### src/rtl/dmem_arbiter_if.sv
`default_nettype none
// ============================================================================
// Module   : dmem_arbiter_if
// Brief    : Requester and memory-side bundle for the dmem_arbiter.
// Revision : 1.0 - initial release
// ============================================================================
interface dmem_arbiter_if #(
  parameter int DATA_W = 64,
  parameter int ADDR_W = 64
);
  logic              req0;
  logic              req1;
  logic              we0;
  logic              we1;
  logic [ADDR_W-1:0] addr0;
  logic [ADDR_W-1:0] addr1;
  logic [DATA_W-1:0] wdata0;
  logic [DATA_W-1:0] wdata1;
  logic              ack0;
  logic              ack1;
  logic              err0;
  logic              err1;
  logic [DATA_W-1:0] rdata;
  logic              busy;
  logic [ADDR_W-1:0] mem_address;
  logic [DATA_W-1:0] mem_data_in;
  logic              mem_write;
  logic              mem_read;
  logic [DATA_W-1:0] mem_data_out;

  modport slave (
    input  req0, req1, we0, we1, addr0, addr1, wdata0, wdata1, mem_data_out,
    output ack0, ack1, err0, err1, rdata, busy,
           mem_address, mem_data_in, mem_write, mem_read
  );

  modport master (
    output req0, req1, we0, we1, addr0, addr1, wdata0, wdata1, mem_data_out,
    input  ack0, ack1, err0, err1, rdata, busy,
           mem_address, mem_data_in, mem_write, mem_read
  );
endinterface
`default_nettype wire

### src/rtl/dmem_arbiter.sv
`default_nettype none
// ============================================================================
// Module   : dmem_arbiter
// Brief    : Two-port arbiter/sequencer in front of the single-port data
//            memory. Define DMEM_ARB_RR_EN for round-robin arbitration,
//            otherwise port 0 has fixed priority.
// Revision : 1.0 - initial release
// ============================================================================
module dmem_arbiter #(
  parameter int DATA_W  = 64,
  parameter int ADDR_W  = 64,
  parameter int DEPTH_W = 10
) (
  input  logic          clk,
  input  logic          reset,
  dmem_arbiter_if.slave bus
);

  typedef enum logic [1:0] {
    IDLE   = 2'd0,
    ACCESS = 2'd1,
    DONE   = 2'd2
  } state_t;

  state_t            r_state;
  state_t            w_state_nxt;
  logic              r_id;
  logic              r_we;
  logic              r_oor;
  logic [ADDR_W-1:0] r_addr;
  logic [DATA_W-1:0] r_wdata;
  logic [DATA_W-1:0] r_rdata;

  logic              w_any_req;
  logic              w_grant;
  logic              w_grant_id;
  logic [ADDR_W-1:0] w_grant_addr;
  logic              w_grant_oor;

  assign w_any_req = bus.req0 | bus.req1;
  assign w_grant   = (r_state == IDLE) && w_any_req;

`ifdef DMEM_ARB_RR_EN
  logic r_last_id;

  // On a collision the port that did not win last time goes first.
  always_comb begin
    if (bus.req0 && bus.req1) begin
      w_grant_id = ~r_last_id;
    end else begin
      w_grant_id = ~bus.req0;
    end
  end

  always_ff @(posedge clk) begin
    if (reset) begin
      r_last_id <= 1'b1;
    end else if (w_grant) begin
      r_last_id <= w_grant_id;
    end
  end
`else
  assign w_grant_id = ~bus.req0;
`endif

  assign w_grant_addr = w_grant_id ? bus.addr1 : bus.addr0;
  // Full-width check so large addresses never alias into the array.
  assign w_grant_oor  = (w_grant_addr >> DEPTH_W) != '0;

  always_ff @(posedge clk) begin
    if (reset) begin
      r_state <= IDLE;
    end else begin
      r_state <= w_state_nxt;
    end
  end

  always_comb begin
    w_state_nxt = r_state;
    case (r_state)
      IDLE:    if (w_any_req) w_state_nxt = ACCESS;
      ACCESS:  w_state_nxt = DONE;
      DONE:    w_state_nxt = IDLE;
      default: w_state_nxt = IDLE;
    endcase
  end

  always_ff @(posedge clk) begin
    if (reset) begin
      r_id    <= 1'b0;
      r_we    <= 1'b0;
      r_oor   <= 1'b0;
      r_addr  <= '0;
      r_wdata <= '0;
      r_rdata <= '0;
    end else begin
      if (w_grant) begin
        r_id    <= w_grant_id;
        r_we    <= w_grant_id ? bus.we1 : bus.we0;
        r_addr  <= w_grant_addr;
        r_wdata <= w_grant_id ? bus.wdata1 : bus.wdata0;
        r_oor   <= w_grant_oor;
      end
      if ((r_state == ACCESS) && !r_we) begin
        r_rdata <= r_oor ? '0 : bus.mem_data_out;
      end
    end
  end

  assign bus.ack0        = (r_state == DONE) & ~r_id;
  assign bus.ack1        = (r_state == DONE) &  r_id;
  assign bus.err0        = bus.ack0 & r_oor;
  assign bus.err1        = bus.ack1 & r_oor;
  assign bus.rdata       = r_rdata;
  assign bus.busy        = (r_state != IDLE);
  assign bus.mem_address = r_addr;
  assign bus.mem_data_in = r_wdata;
  // Reset gates the write strobe combinationally so an aborted store never lands.
  assign bus.mem_write   = (r_state == ACCESS) & r_we & ~r_oor & ~reset;
  assign bus.mem_read    = (r_state == ACCESS) & ~r_we & ~r_oor;

endmodule
`default_nettype wire
### src/flat_wrapper.sv
// flat-port wrapper written by rule: the top's interface ports become plain ports
module dmem_arbiter_flat 
#(
  parameter int DATA_W  = 64,
  parameter int ADDR_W  = 64,
  parameter int DEPTH_W = 10
)
  (clk, reset, bus_req0, bus_req1, bus_we0, bus_we1, bus_addr0, bus_addr1, bus_wdata0, bus_wdata1, bus_mem_data_out, bus_ack0, bus_ack1, bus_err0, bus_err1, bus_rdata, bus_busy, bus_mem_address, bus_mem_data_in, bus_mem_write, bus_mem_read);
  dmem_arbiter_if #(.DATA_W(DATA_W), .ADDR_W(ADDR_W)) bus_i ();
  input  logic clk;
  input  logic reset;
  input wire logic [$bits(bus_i.req0)-1:0] bus_req0;
  input wire logic [$bits(bus_i.req1)-1:0] bus_req1;
  input wire logic [$bits(bus_i.we0)-1:0] bus_we0;
  input wire logic [$bits(bus_i.we1)-1:0] bus_we1;
  input wire logic [$bits(bus_i.addr0)-1:0] bus_addr0;
  input wire logic [$bits(bus_i.addr1)-1:0] bus_addr1;
  input wire logic [$bits(bus_i.wdata0)-1:0] bus_wdata0;
  input wire logic [$bits(bus_i.wdata1)-1:0] bus_wdata1;
  input wire logic [$bits(bus_i.mem_data_out)-1:0] bus_mem_data_out;
  output wire logic [$bits(bus_i.ack0)-1:0] bus_ack0;
  output wire logic [$bits(bus_i.ack1)-1:0] bus_ack1;
  output wire logic [$bits(bus_i.err0)-1:0] bus_err0;
  output wire logic [$bits(bus_i.err1)-1:0] bus_err1;
  output wire logic [$bits(bus_i.rdata)-1:0] bus_rdata;
  output wire logic [$bits(bus_i.busy)-1:0] bus_busy;
  output wire logic [$bits(bus_i.mem_address)-1:0] bus_mem_address;
  output wire logic [$bits(bus_i.mem_data_in)-1:0] bus_mem_data_in;
  output wire logic [$bits(bus_i.mem_write)-1:0] bus_mem_write;
  output wire logic [$bits(bus_i.mem_read)-1:0] bus_mem_read;
  assign bus_i.req0 = bus_req0;
  assign bus_i.req1 = bus_req1;
  assign bus_i.we0 = bus_we0;
  assign bus_i.we1 = bus_we1;
  assign bus_i.addr0 = bus_addr0;
  assign bus_i.addr1 = bus_addr1;
  assign bus_i.wdata0 = bus_wdata0;
  assign bus_i.wdata1 = bus_wdata1;
  assign bus_i.mem_data_out = bus_mem_data_out;
  assign bus_ack0 = bus_i.ack0;
  assign bus_ack1 = bus_i.ack1;
  assign bus_err0 = bus_i.err0;
  assign bus_err1 = bus_i.err1;
  assign bus_rdata = bus_i.rdata;
  assign bus_busy = bus_i.busy;
  assign bus_mem_address = bus_i.mem_address;
  assign bus_mem_data_in = bus_i.mem_data_in;
  assign bus_mem_write = bus_i.mem_write;
  assign bus_mem_read = bus_i.mem_read;
  dmem_arbiter #(.DATA_W(DATA_W), .ADDR_W(ADDR_W), .DEPTH_W(DEPTH_W)) u_core (.clk(clk), .reset(reset), .bus(bus_i));
endmodule
### config.mk
export PLATFORM = sky130hd
export DESIGN_NAME = dmem_arbiter_flat
export DESIGN_NICKNAME = d
export VERILOG_FILES = /design/src/rtl/dmem_arbiter_if.sv /design/src/rtl/dmem_arbiter.sv /design/src/flat_wrapper.sv
export SDC_FILE = /design/constraint.sdc
export NUM_CORES = 1
export LEC_CHECK = 0
export ABC_AREA = 1
export BUFFER_PORTS_ARGS = -buffer_cell sky130_fd_sc_hd__buf_4
export CAP_MARGIN = 40
export CORE_AREA = 5 5 203 205
export DETAILED_ROUTE_END_ITERATION = 6
export DIE_AREA = 0 0 208 210
export MAX_ROUTING_LAYER = met4
export SLEW_MARGIN = 10
export SYNTH_ARGS = -nofsm -noshare
export SYNTH_HDL_FRONTEND = slang
export SYNTH_SLANG_ARGS = --single-unit
### constraint.sdc
create_clock -name clk -period 2.7 [get_ports clk]
set_clock_uncertainty 0.1 [all_clocks]
set_input_delay 0.27 -clock clk [delete_from_list [all_inputs] [get_ports clk]]
set_output_delay 0.27 -clock clk [all_outputs]
set_load 0.01 [all_outputs]
**Yosys cells after proc, flatten, opt, wreduce, memory -nomap -nowiden**

Cells that the tools add are included.
W data, S select, Z words.

- Output and inout bits: 199
- Register bits: 197
- Input port bits: 326

- Multiplexer cells: 6
- Equal/unequal tests: 3
- Bitwise logic cells: 15
- Reductions and logical operators: 6

Operators with widths:

| operator | count |
|---|---|
| $mux W64 | 3 |
| $reduce_bool A64 Y1 | 1 |
| $and A1 B1 Y1 | 9 |
| $not A1 Y1 | 5 |
| $pmux W2 S2 | 1 |
| $eq A2 B1 Y1 const B | 1 |
| $eq A2 B2 Y1 const B | 1 |
| $logic_and A1 B1 Y1 | 2 |
| $logic_not A2 Y1 | 1 |
| $mux W2 | 1 |
| $ne A2 B1 Y1 const B | 1 |
| $reduce_bool A2 Y1 | 1 |
| $logic_not A1 Y1 | 1 |
| $mux W1 | 1 |
| $or A1 B1 Y1 | 1 |

**Logic depth before layout (Yosys ltp)**

- Depth after elaboration: 4
- Gate-level depth with buffers: 12
- Gate-level depth less buffers: 10

**Worst setup path before layout**

Ideal clock, no wire load.

- Path type: input to output
- Start point: input port reset
- End point: output port bus_mem_write
- Path buffers: 2
- Stages on the path: 3
- Arrival time: 1052 ps
- Path slack: 1278 ps
- Data required time: 2330 ps
- Cell sequence: buf_2 -> buf_2 -> nor4_1

- Word-level cells in the longest chain between the ends: 2

Ends and longest elaborated chain:

| item | line | source |
|---|---|---|
| start, declared | flat_wrapper.sv:11 | `input logic reset;` |
| $not A1 Y1 | dmem_arbiter.sv:119 | `assign bus.mem_write = (r_state == ACCESS) & r_we & ~r_oor & ~reset;` |
| $and A1 B1 Y1 | dmem_arbiter.sv:119 |  |
| end, declared | flat_wrapper.sv:29 | `output wire logic [$bits(bus_i.mem_write)-1:0] bus_mem_write;` |

Every way passes these cells.

**Final worst setup path**

- Start point: register u_core.r_state[0]
- End point: register u_core.r_wdata[52] (netlist: u_core.bus.mem_data_in[52])

- Word-level cells in the longest chain between the ends: 2

Ends and longest elaborated chain:

| item | line | source |
|---|---|---|
| start, declared | dmem_arbiter.sv:25 | `state_t r_state;` |
| start signal, assigned | dmem_arbiter.sv:74 | `r_state <= w_state_nxt;` |
| $logic_not A2 Y1 | dmem_arbiter.sv:41 | `assign w_grant = (r_state == IDLE) && w_any_req;` |
| $logic_and A1 B1 Y1 | dmem_arbiter.sv:41 |  |
| end signal, assigned | dmem_arbiter.sv:101 | `r_wdata <= w_grant_id ? bus.wdata1 : bus.wdata0;` |
| end, declared | dmem_arbiter.sv:31 | `logic [DATA_W-1:0] r_wdata;` |

Every way passes these cells.
A chain may end at the register's enable or synchronous reset.

==> out/metrics.yaml <==
r2r-start: "u_core.r_state[0]"
cp-start-kind: "flop"
synth_top_area_cell: "dfxtp_1"
port_buffers: 524
crit_start: "u_core.r_state[0]"
grt_first_pass_wirelength_um: 60100
vias_per_cell: 4.40
antenna_found_initial: 3
avgSynthCellArea_um2: 7.12
max_cap_violations: 0
syn_to_final_growth_pct: 82.2
cp.required_ns: 3.00
grt_max_degree: 75
cts_made_buffers: 17
crit_fanout: 46
route.detailed.drc: 0
grt_pass1_vias: 11000
worst_ep_arrival_time_ns: 2.68
yosysWarnings: 0
synth_area_leaders: "dfxtp_1 46%, nand2_1 20%, o21ai_0 5.8%"
syn_area_mm2: 0.00855
first_pass_iters: 5
die_height_um: 210
wl_um: 39100
p_comb_share_pct: 27.6
switching_power_mw: 2.51
clk_path_buf_depth: 2
grtUsageTotal_pct: 17.6
cts_tree: "done"
endpoint: "u_core.bus.mem_data_in[52]"
relSlewSlack_pct: 47.4
worst_slew_pin_slew_ns: 0.787
synth-seq-cells: 197
layout-drive-gt1-share_pct: 32.5
rsz0062_at_grt: "false"
design_area_mm2: 0.0156
clockRootBuffer: "clkbuf_16"
p_int_mw: 5.58
ctsResizeCount: 0
clkPwrFrac_pct: 31.1
outcome: "finished clean"
wl_per_cell_um: 16.1
seq_area_frac_synth_pct: 46.1
grt_overflow: 0
std_cell_rows: 73
reg2reg_depth: 7
fmax_mhz: 420
ant_nets: 0
finalSetupViolations: 0
irDropWorstVdd_mv: 0.416
syn-num-nets: 1527
core_area_mm2: 0.0393
finalWorstPathRequiredPeriod_ns: 2.38
powerDensity_mw_per_mm2: 520
top_level_ports: 525
synth_cells: 1201
nFillCells: 3948
criticalPathCategory: "flop to flop"
yosysUniqueCellTypes: 21
tns_ns: 0
cts.sinks: 197
yosysTopAreaCellShare_pct: 46.1
vias: 10700
rrSetupSlack_ns: 0.32
power.leakage_nw: 7.43
min_path_type: "input port to flop"
hold_viol: 0
fin_crit_sh_pct: 88.1
place_area_mm2: 0.0129
htreeDepth: 4
drtIter0Drc: 531
place.gp.congestion: 0.922
timing.rr.end: "u_core.bus.mem_data_in[52]"
hold_depth: 3
clk_latency_ns: 0.45
p_seq_share_pct: 41.3
place_hpwl_um: 27500
dieArea_mm2: 0.0437
seqCellArea_mm2: 0.00394
die_w_um: 208
clk_pin_slew_ns: 0.08
start_util_pct: 21.8
cp-end-kind: "flop"
power.share.switching_pct: 31.1
finalMaxSlewViolations: 0
multi_input_area_mm2: 0.00389
layout.nets: 2210
-- cell usage in the layout, fill, tap and decap left out, types with 3 or more instances in the layout --
master	n
buf_4	541
nand2_1	459
dlygate4sd3_1	207
dfxtp_1	197
nor2_1	106
o21ai_0	99
a31oi_1	75
a21oi_1	65
inv_1	61
a211oi_2	30
clkbuf_16	17
buf_12	6
o21ai_1	5
inv_6	4
clkinv_4	4
diode_2	3
nor3_1	3
nor4_1	3
clkinvlp_4	3
-- layout make-up --
| cell class | count | share of cell area (%) |
|---|---|---|
| diodes | 3 | 0.0482 |
| clock buffers | 17 | 2.73 |
| clock inverters | 15 | 0.924 |
| inverters | 64 | 1.59 |
| multi-input cells | 850 | 25.0 |
| flip-flops and latches | 197 | 25.3 |
| well taps | 525 | 4.22 |
| repair buffers | 754 | 40.2 |
-- worst max-delay path, cell delays in order, from the launching register on --
cell and delay, ns:
dfxtp_1 0.38, nor2_2 0.19, o21ai_4 0.15, inv_6 0.31
buf_12 0.25, o21ai_0 0.13, a31oi_1 0.20, dlygate4sd3_1 0.57
-- flip-flops by register name, summed over array words and instances (netlist names) --
register,cells
u_core.r_oor,1
u_core.r_state,2
u_core.bus.rdata,64
u_core.r_id,1
u_core.bus.mem_address,64
u_core.r_we,1
u_core.bus.mem_data_in,64
-- per-layer routing --
metal,GRT usage [%],vias to the layer above,wire (um),part of all wire [%]
met2,29.3,457,18900,48
met4,7.27,0,1310,3.3
met1,19.7,4878,15600,40
li1,-,5257,-,-
met5,-,-,0,0
met3,5.66,72,3340,8.5
-- through the flow --
step           total power [mW]  hold slack (ns)  setup WS [ns]  utilization (%)  instances
2_1_floorplan              4.25            0.313           1.28                -       1201
3_3_place_gp               5.30            0.352          0.712             32.9       2183
3_5_place_dp               5.31            0.355          0.692             32.9       2183
4_1_cts                    8.19          0.00172          0.287             39.6       2422
5_1_grt                    8.55           0.0207          0.157             39.6       2425
6_report                   8.09           0.0368          0.321             39.6       2425
-- worst min-delay path by stage --
stage	end	startpoint
after floorplan	u_core.bus.rdata[35]	bus_mem_data_out[35]
after detailed placement	u_core.bus.rdata[25]	u_core.bus.rdata[25]
after global routing	u_core.bus.mem_data_in[62]	bus_wdata1[62]
after CTS	u_core.bus.mem_data_in[58]	bus_wdata0[58]
after global placement	u_core.bus.rdata[9]	u_core.bus.rdata[9]
final	u_core.bus.mem_data_in[58]	bus_wdata0[58]
-- cell families after synthesis --
kind of cell           after synthesis  synth area share (%)
AOI/OAI and AO/OA                  275                  20.0
buffers and inverters              154                  8.46
DFF                                197                  46.1
and+or+nand+nor                    575                  25.4
-- synthesized netlist by cell type --
cell type / n
a211oi_2: 30
a21oi_1: 65
a31oi_1: 75
buf_1: 3
buf_2: 31
buf_4: 17
buf_6: 5
clkbuf_1: 34
clkinv_1: 1
dfxtp_1: 197
inv_1: 61
inv_4: 2
nand2_1: 459
nand3_1: 2
nor2_1: 107
nor2_2: 1
nor3_1: 3
nor4_1: 3
o21ai_0: 99
o21ai_1: 5
o21ai_4: 1
-- timing repair --
item / CTS / global route
buffers inserted: 0 / 0
hold endpoints to repair: 139 / 0
setup endpoints to repair: 0 / 0
hold buffers: 207 / 0
-- power by group through the flow --
stage,Combinational (mW),Sequential (mW),Clock [mW]
2_1_floorplan,0.750,3.50,0
3_3_place_gp,1.90,3.39,0
3_5_place_dp,1.91,3.40,0
4_1_cts,2.23,3.34,2.62
5_1_grt,2.44,3.37,2.74
6_report,2.24,3.34,2.52
(Power assumes the default switching activity.)
